==> config.mk <==
export PLATFORM = sky130hd
export DESIGN_NAME = txt_glyph_arbiter
export DESIGN_NICKNAME = d
export VERILOG_FILES = /design/src/rtl/txt_glyph_arbiter.sv
export SDC_FILE = /design/constraint.sdc
export NUM_CORES = 1
export LEC_CHECK = 0
export CELL_PAD_IN_SITES_DETAIL_PLACEMENT = 0
export CELL_PAD_IN_SITES_GLOBAL_PLACEMENT = 1
export CORE_ASPECT_RATIO = 0.75
export CORE_MARGIN = 5
export CORE_UTILIZATION = 41
export DETAILED_ROUTE_END_ITERATION = 8
export DONT_BUFFER_PORTS = 1
export PLACE_DENSITY_LB_ADDON = 0.25
export SETUP_SLACK_MARGIN = 0.5
export SYNTH_ARGS = -nofsm -noshare
export SYNTH_HDL_FRONTEND = slang
export SYNTH_SLANG_ARGS = --single-unit
==> constraint.sdc <==
create_clock -name clk -period 2.43 [get_ports clk]
set_clock_uncertainty 0.2 [all_clocks]
set_input_delay 0.486 -clock clk [delete_from_list [all_inputs] [get_ports clk]]
set_output_delay 0.486 -clock clk [all_outputs]
set_load 0.01 [all_outputs]
==> src/rtl/txt_glyph_arbiter.sv <==
// Round-robin arbiter sharing the registered glyph ROM between text-overlay renderers.
// Optional burst locking is compiled in with `define TXT_ARB_LOCK_EN.
module txt_glyph_arbiter #(
    parameter int NREQ   = 4,
    parameter int ADDR_W = 6,
    parameter int PT_W   = 3,
    parameter int PIX_W  = 12
) (
    input  logic                   clk,
    input  logic                   rst_n,
    input  logic [NREQ-1:0]        req,
    input  logic [NREQ*ADDR_W-1:0] req_addr,
    input  logic [NREQ*PT_W-1:0]   req_h,
    input  logic [NREQ*PT_W-1:0]   req_v,
    input  logic [NREQ-1:0]        req_lock,
    output logic [NREQ-1:0]        gnt,
    output logic [ADDR_W-1:0]      rom_addr,
    output logic [PT_W-1:0]        rom_h,
    output logic [PT_W-1:0]        rom_v,
    input  logic [PIX_W-1:0]       rom_pixel,
    output logic [NREQ-1:0]        rsp_valid,
    output logic [PIX_W-1:0]       rsp_pixel
);

    localparam int PTR_W = (NREQ > 1) ? $clog2(NREQ) : 1;

    logic [PTR_W-1:0] ptr;
    logic [PTR_W-1:0] win;
    logic [PTR_W-1:0] ptr_next;
    logic             found;
    logic [NREQ-1:0]  req_eff;
    logic [NREQ-1:0]  gnt_raw;
    logic [NREQ-1:0]  tag1;
    logic [NREQ-1:0]  tag2;

    // First set request scanning ptr, ptr+1, ... modulo NREQ.
    always_comb begin
        logic [PTR_W:0]   sum;
        logic [PTR_W-1:0] idx;
        // NOTE: every variable gets a default before any branch, so no latch is inferred.
        gnt_raw = '0;
        win     = '0;
        found   = 1'b0;
        sum     = '0;
        idx     = '0;
        for (int k = 0; k < NREQ; k++) begin
            sum = {1'b0, ptr} + (PTR_W+1)'(k);
            if (sum >= (PTR_W+1)'(NREQ)) sum = sum - (PTR_W+1)'(NREQ);
            idx = sum[PTR_W-1:0];
            if (!found && req_eff[idx]) begin
                found = 1'b1;
                win   = idx;
            end
        end
        if (found) gnt_raw[win] = 1'b1;
    end

    assign ptr_next = (win == PTR_W'(NREQ - 1)) ? '0 : win + 1'b1;
    // Requests are not considered while reset is asserted.
    assign gnt      = rst_n ? gnt_raw : '0;

    always_ff @(posedge clk or negedge rst_n) begin
        if (!rst_n) begin
            ptr       <= '0;
            rom_addr  <= '0;
            rom_h     <= '0;
            rom_v     <= '0;
            tag1      <= '0;
            tag2      <= '0;
            rsp_valid <= '0;
            rsp_pixel <= '0;
        end else begin
            // NOTE: non-blocking assignments so every stage samples the previous stage's old value.
            tag1      <= gnt_raw;
            tag2      <= tag1;
            rsp_valid <= tag2;
            if (|tag2) rsp_pixel <= rom_pixel;
            if (found) begin
                ptr      <= ptr_next;
                rom_addr <= req_addr[win*ADDR_W +: ADDR_W];
                rom_h    <= req_h[win*PT_W +: PT_W];
                rom_v    <= req_v[win*PT_W +: PT_W];
            end
        end
    end

`ifdef TXT_ARB_LOCK_EN
    typedef enum logic {IDLE, LOCKED} lock_state_t;

    lock_state_t      state, state_next;
    logic [PTR_W-1:0] owner, owner_next;
    logic [3:0]       burst, burst_next;
    logic [NREQ-1:0]  block, block_next;
    logic             hold;

    // While locked, the owner is the only candidate for as long as it keeps req and req_lock high.
    assign hold = (state == LOCKED) && req[owner] && req_lock[owner];

    always_comb begin
        req_eff = req;
        if (hold) begin
            req_eff        = '0;
            req_eff[owner] = 1'b1;
        end
    end

    always_comb begin
        state_next = state;
        owner_next = owner;
        burst_next = burst;
        // A capped owner stays blocked until it drops req_lock for a cycle.
        block_next = block & req_lock;
        if (hold) begin
            if (burst == 4'd15) begin
                state_next        = IDLE;
                block_next[owner] = 1'b1;
            end else begin
                burst_next = burst + 4'd1;
            end
        end else begin
            state_next = IDLE;
            if (found && req_lock[win] && !block[win]) begin
                state_next = LOCKED;
                owner_next = win;
                burst_next = 4'd1;
            end
        end
    end

    always_ff @(posedge clk or negedge rst_n) begin
        if (!rst_n) begin
            state <= IDLE;
            owner <= '0;
            burst <= '0;
            block <= '0;
        end else begin
            state <= state_next;
            owner <= owner_next;
            burst <= burst_next;
            block <= block_next;
        end
    end
`else
    logic unused_lock;

    assign req_eff     = req;
    assign unused_lock = ^req_lock;
`endif

endmodule

* Yosys cells after proc, flatten, opt, wreduce, memory -nomap -nowiden
Index checks and enable logic that the tools add are counted.
Storage, ports and cells: bits in registers 38
Cells by class: add/sub/neg operators 8, multiplexer cells 25, reductions and logical operators 8, shift operators 3, $lt $le $gt $ge 10, multipliers 2, eq/ne operators 1
Operators with widths (count):
- indexed part select 12 x 5 -> 3 bit | 2
- indexed part select 24 x 6 -> 6 bit | 1
- two-way mux 2 bit | 9
- < comparator 2 x 3 -> 1 bit (second input constant) | 5
- >= comparator 3 bit (second input constant) | 3
- two-way mux 1 bit | 9
- binary-select mux 1 bit (select 2 bit) | 4
- multiplier 2 x 2 -> 4 bit (second input constant) | 2
- two-way mux 4 bit | 2
- subtractor 2 x 1 -> 2 bit (second input constant) | 4
- adder 2 x 2 -> 3 bit (second input constant) | 2
- logical AND 1 bit | 4
- OR reduction 4 bit | 1
- adder 2 x 1 -> 3 bit (second input constant) | 1
- >= comparator 2 x 3 -> 1 bit (second input constant) | 1
- logical NOT 1 bit | 3
- adder 2 x 1 -> 2 bit (second input constant) | 1
- demux 1 bit (select 2 bit) | 1
- == test 2 bit (second input constant) | 1
- >= comparator 2 x 1 -> 1 bit (second input constant) | 1

* Longest topological paths before layout
word-level depth 20, gate-level depth with buffers 8

* Least setup slack after synthesis
Ideal clock, no wire load.
path kind flip-flop to output port, start point register ptr[1], end point output port gnt[0], path buffers 3, data arrival time 1855 ps, cell stages (with the launch flop) 9, path slack -111 ps, path through dfrtp_1 > buf_6 > mux2i_1 > a221oi_4 > buf_6 > inv_1 > buf_6 > ha_1 > and3_1
Between the ends: cells in the longest elaborated chain, start to end 20
RTL lines:
- from (decl) | line 27 | logic [PTR_W-1:0] ptr;
- from (signal assigned) | line 79 | ptr <= ptr_next;
- parallel branches: the longest is 18 deep, another holds adder 2 x 1 -> 3 bit
- two-way mux 4 bit (*) | line 55 | if (found) gnt_raw[win] = 1'b1;
- two-way mux 4 bit (*) | line 60 | assign gnt = rst_n ? gnt_raw : '0;
- to (decl) | line 16 | output logic [NREQ-1:0] gnt,
Mark *: on every way between the ends. The select of a mux whose other input is x is not followed.

* Worst setup path after layout
start point register ptr[1], end point output port gnt[1]
Same word-level chain as after synthesis.

==> qor.txt <==
GRT overflow: 0
Top-area cell type share of the netlist area: 52.6%
Wire per inst: 18.8 µm
Hold WC Path Type: in2reg
CP max FO: 7
Initial antenna violation count: 0
Peak supply drop: 0.000492 V
Cell with the most instances after synthesis: dfrtp_1
Period utilization: 103%
P per Cell Area: 1240 mW/mm²
Syn avg cell area: 11.6 µm²
CP Cell Sequence: mux2i_2 -> a221oi_4 -> buf_6 -> ha_4 -> and3_4
Metal3 WL: 465 µm
First-pass GRT wire length: 6.76 mm
Failing checks: setup timing
Worst slew pin tran: 0.434 ns
Initial DRC Count: 42
Routability cong.: 0.754
Critical path buffers and inverters: 1
Min Tclk post-route: 2.51 ns
Reg2Reg Launch Point: ptr[1]$_DFFE_PN0N_
MaxCap Viol Count: 0
Hold path start: req[3]
Slew Limit Headroom: 71.0%
Slew Viols, Final: 0
Port bufs: 0
Fin util: 51.7%
Yosys cell types: 23
Met1 WL: 1.72 mm
Dpl hpwl: 3.22 mm
Clock Latency Late Sink: 0.28 ns
Dpl cells: 212
# rows: 20
Initial Util: 43.6%
Critical Path Start: ptr[1]$_DFFE_PN0N_
Layout cells sized above 1: 35.8%
Synth top area cells: dfrtp_1, mux2_2, nand2_1
Largest area contributor in the netlist: dfrtp_1
H-tree Lvls: 2
Reg clk slew, reported paths: 0.08 ns
YS warnings: 0
Num CTS Buffers: 5
Worst hold margin: 0.107 ns
Critical path's top delay family: flip-flops
Top cells by count, synth: dfrtp_1, nand2_1, mux2_2
RSZ-0062 raised after global routing: true
WL final: 4.28 mm
Worst EP arrival: 1.82 ns
Syn Nets: 230
WP data required: 1.74 ns
Post-DRT Antenna Nets: 0
Synth Flop Type: dfrtp_1
Met2 wire length: 2.04 mm
DR pass1 iterations: 4
CTS Root Cell: clkbuf_8
CP max-delay cell: dfrtp_2
Outcome: finished with violations
Die area: 0.00586 mm²
GRT Util Overall: 15.3%
Sequential fraction of the synthesis area: 52.6%
Max layer used: met4
Final Non-Filler Cells: 228
Sink Count: 38
Synth async-reset ratio: 100%
Number of vias per cell: 5.63
DRC: 0
Largest net degree at the start of global routing: 39
#FFs+latches synth: 38
Mapped Area: 0.00181 mm²
Final layout net count: 247
Critical path capture point type: output port
CP Launch Type: flop
Core ar.: 0.00415 mm²
# setup viols final: 4
Final TNS setup: -0.185 ns
Routed vias: 1283
LEAKAGE: 0.909 nW
Max stage delay on crit path: 0.47 ns
Post-Syn Instances: 156
Number of diodes: 0
Vert. Die Dim: 67.5 µm
CTS tree: done
Final Hold Fails: 0
Setup Crit Path Kind: reg2out
Worst setup margin: -0.0797 ns
Ports: 102
Fmax: 398 MHz
Area growth syn-to-layout: 18.8%
Vias in the first global route: 1390
Post-synth EDFFs: 0
CTS max path bufs: 2
Die span in x: 86.7 µm
==> cell type report <==
| cell class | instances | area (µm²) |
|---|---|---|
| tap | 55 | 68.8 |
| inverter | 4 | 17.5 |
| clock buffer | 5 | 68.8 |
| multi-input combinational | 105 | 858 |
| clock inverter | 2 | 10.0 |
| fill | 377 | 2000 |
| sequential | 38 | 952 |
| timing repair buffer | 19 | 174 |
==> logic make-up (layout without fill, tap and decap cells) <==
kind of cell | Yosys count | after routing | share of synthesized area [%]
simple gates | 40 | 40 | 9.96
flops | 38 | 38 | 52.6
compound gates | 35 | 35 | 12.9
mux | 26 | 26 | 16.1
buf+inv | 13 | 30 | 5.67
fa+ha+maj | 4 | 4 | 2.77
==> power breakdown <==
part           total [mW]  switching [mW]  internal (mW)
clock network       0.398           0.206          0.192
registers            1.25           0.321          0.928
logic                1.02           0.471          0.554
total                2.67           0.998           1.67
==> per-stage QoR <==
stage          area [µm²]  total power [mW]  setup slack (ns)
2_1_floorplan        1910              1.98           -0.0361
3_3_place_gp         1950              2.11             0.161
3_5_place_dp         1950              2.17             0.124
4_1_cts              2110              2.66            -0.105
5_1_grt              2150              2.86            -0.147
6_report             2150              2.67           -0.0797
==> worst reg2reg max path, stage by stage, from the launching register on <==
cell and delay (ns):
dfrtp_2 0.47, mux2i_2 0.20, a221oi_4 0.38, buf_4 0.19
buf_12 0.13, mux2_2 0.35, o22ai_1 0.13, a31oi_1 0.06
==> sequential cells by signal, indices dropped and copies added, names as in the netlist <==
signal and flops:
rom_addr 6, tag2 4, rsp_pixel 12, ptr 2, rom_h 3, tag1 4, rsp_valid 4, rom_v 3
==> layer usage <==
metal | track usage [%] | vias up
met2 | 25.8 | 82
met4 | 5.25 | 0
li1 | - | 587
met5 | 0 | -
met3 | 5.98 | 7
met1 | 18.1 | 607
==> layout by cell type (no fill, tap or decap), drive strengths merged, types with 5 or more instances in the layout <==
cell | Yosys | routed
buf | 4 | 18
nand2 | 26 | 26
a31oi | 12 | 12
mux2 | 25 | 25
a21oi | 5 | 5
clkbuf | 5 | 5
o22ai | 14 | 14
dfrtp | 38 | 38
==> what timing repair did <==
| item | 4_1_cts | 5_1_grt |
|---|---|---|
| cloned | 0 | 0 |
| endpoints found under the setup margin | 17 | 17 |
| hold buffers | 2 | 0 |
| hold endpoints to repair | 38 | 0 |
| pin swaps | 1 | 2 |
| gates resized for setup | 2 | 6 |
| setup buffers | 6 | 1 |
==> final timing paths <==
| check | to | slack [ns] | cells past startpoint |
|---|---|---|---|
| max | gnt[1] | -0.08 | 5 |
| min | ptr[0]$_DFFE_PN0N_ | 0.11 | 1 |
| max reg2reg | rom_h[0]$_DFFE_PN0N_ | 0.21 | 7 |
| min reg2reg | tag2[2]$_DFF_PN0_ | 0.15 | 0 |
| max in group asynchronous | ptr[1]$_DFFE_PN0N_ | 1.36 | 2 |
| min in group asynchronous | tag1[3]$_DFF_PN0_ | 0.47 | 2 |
Note: power is estimated with default switching activity, not from simulation.
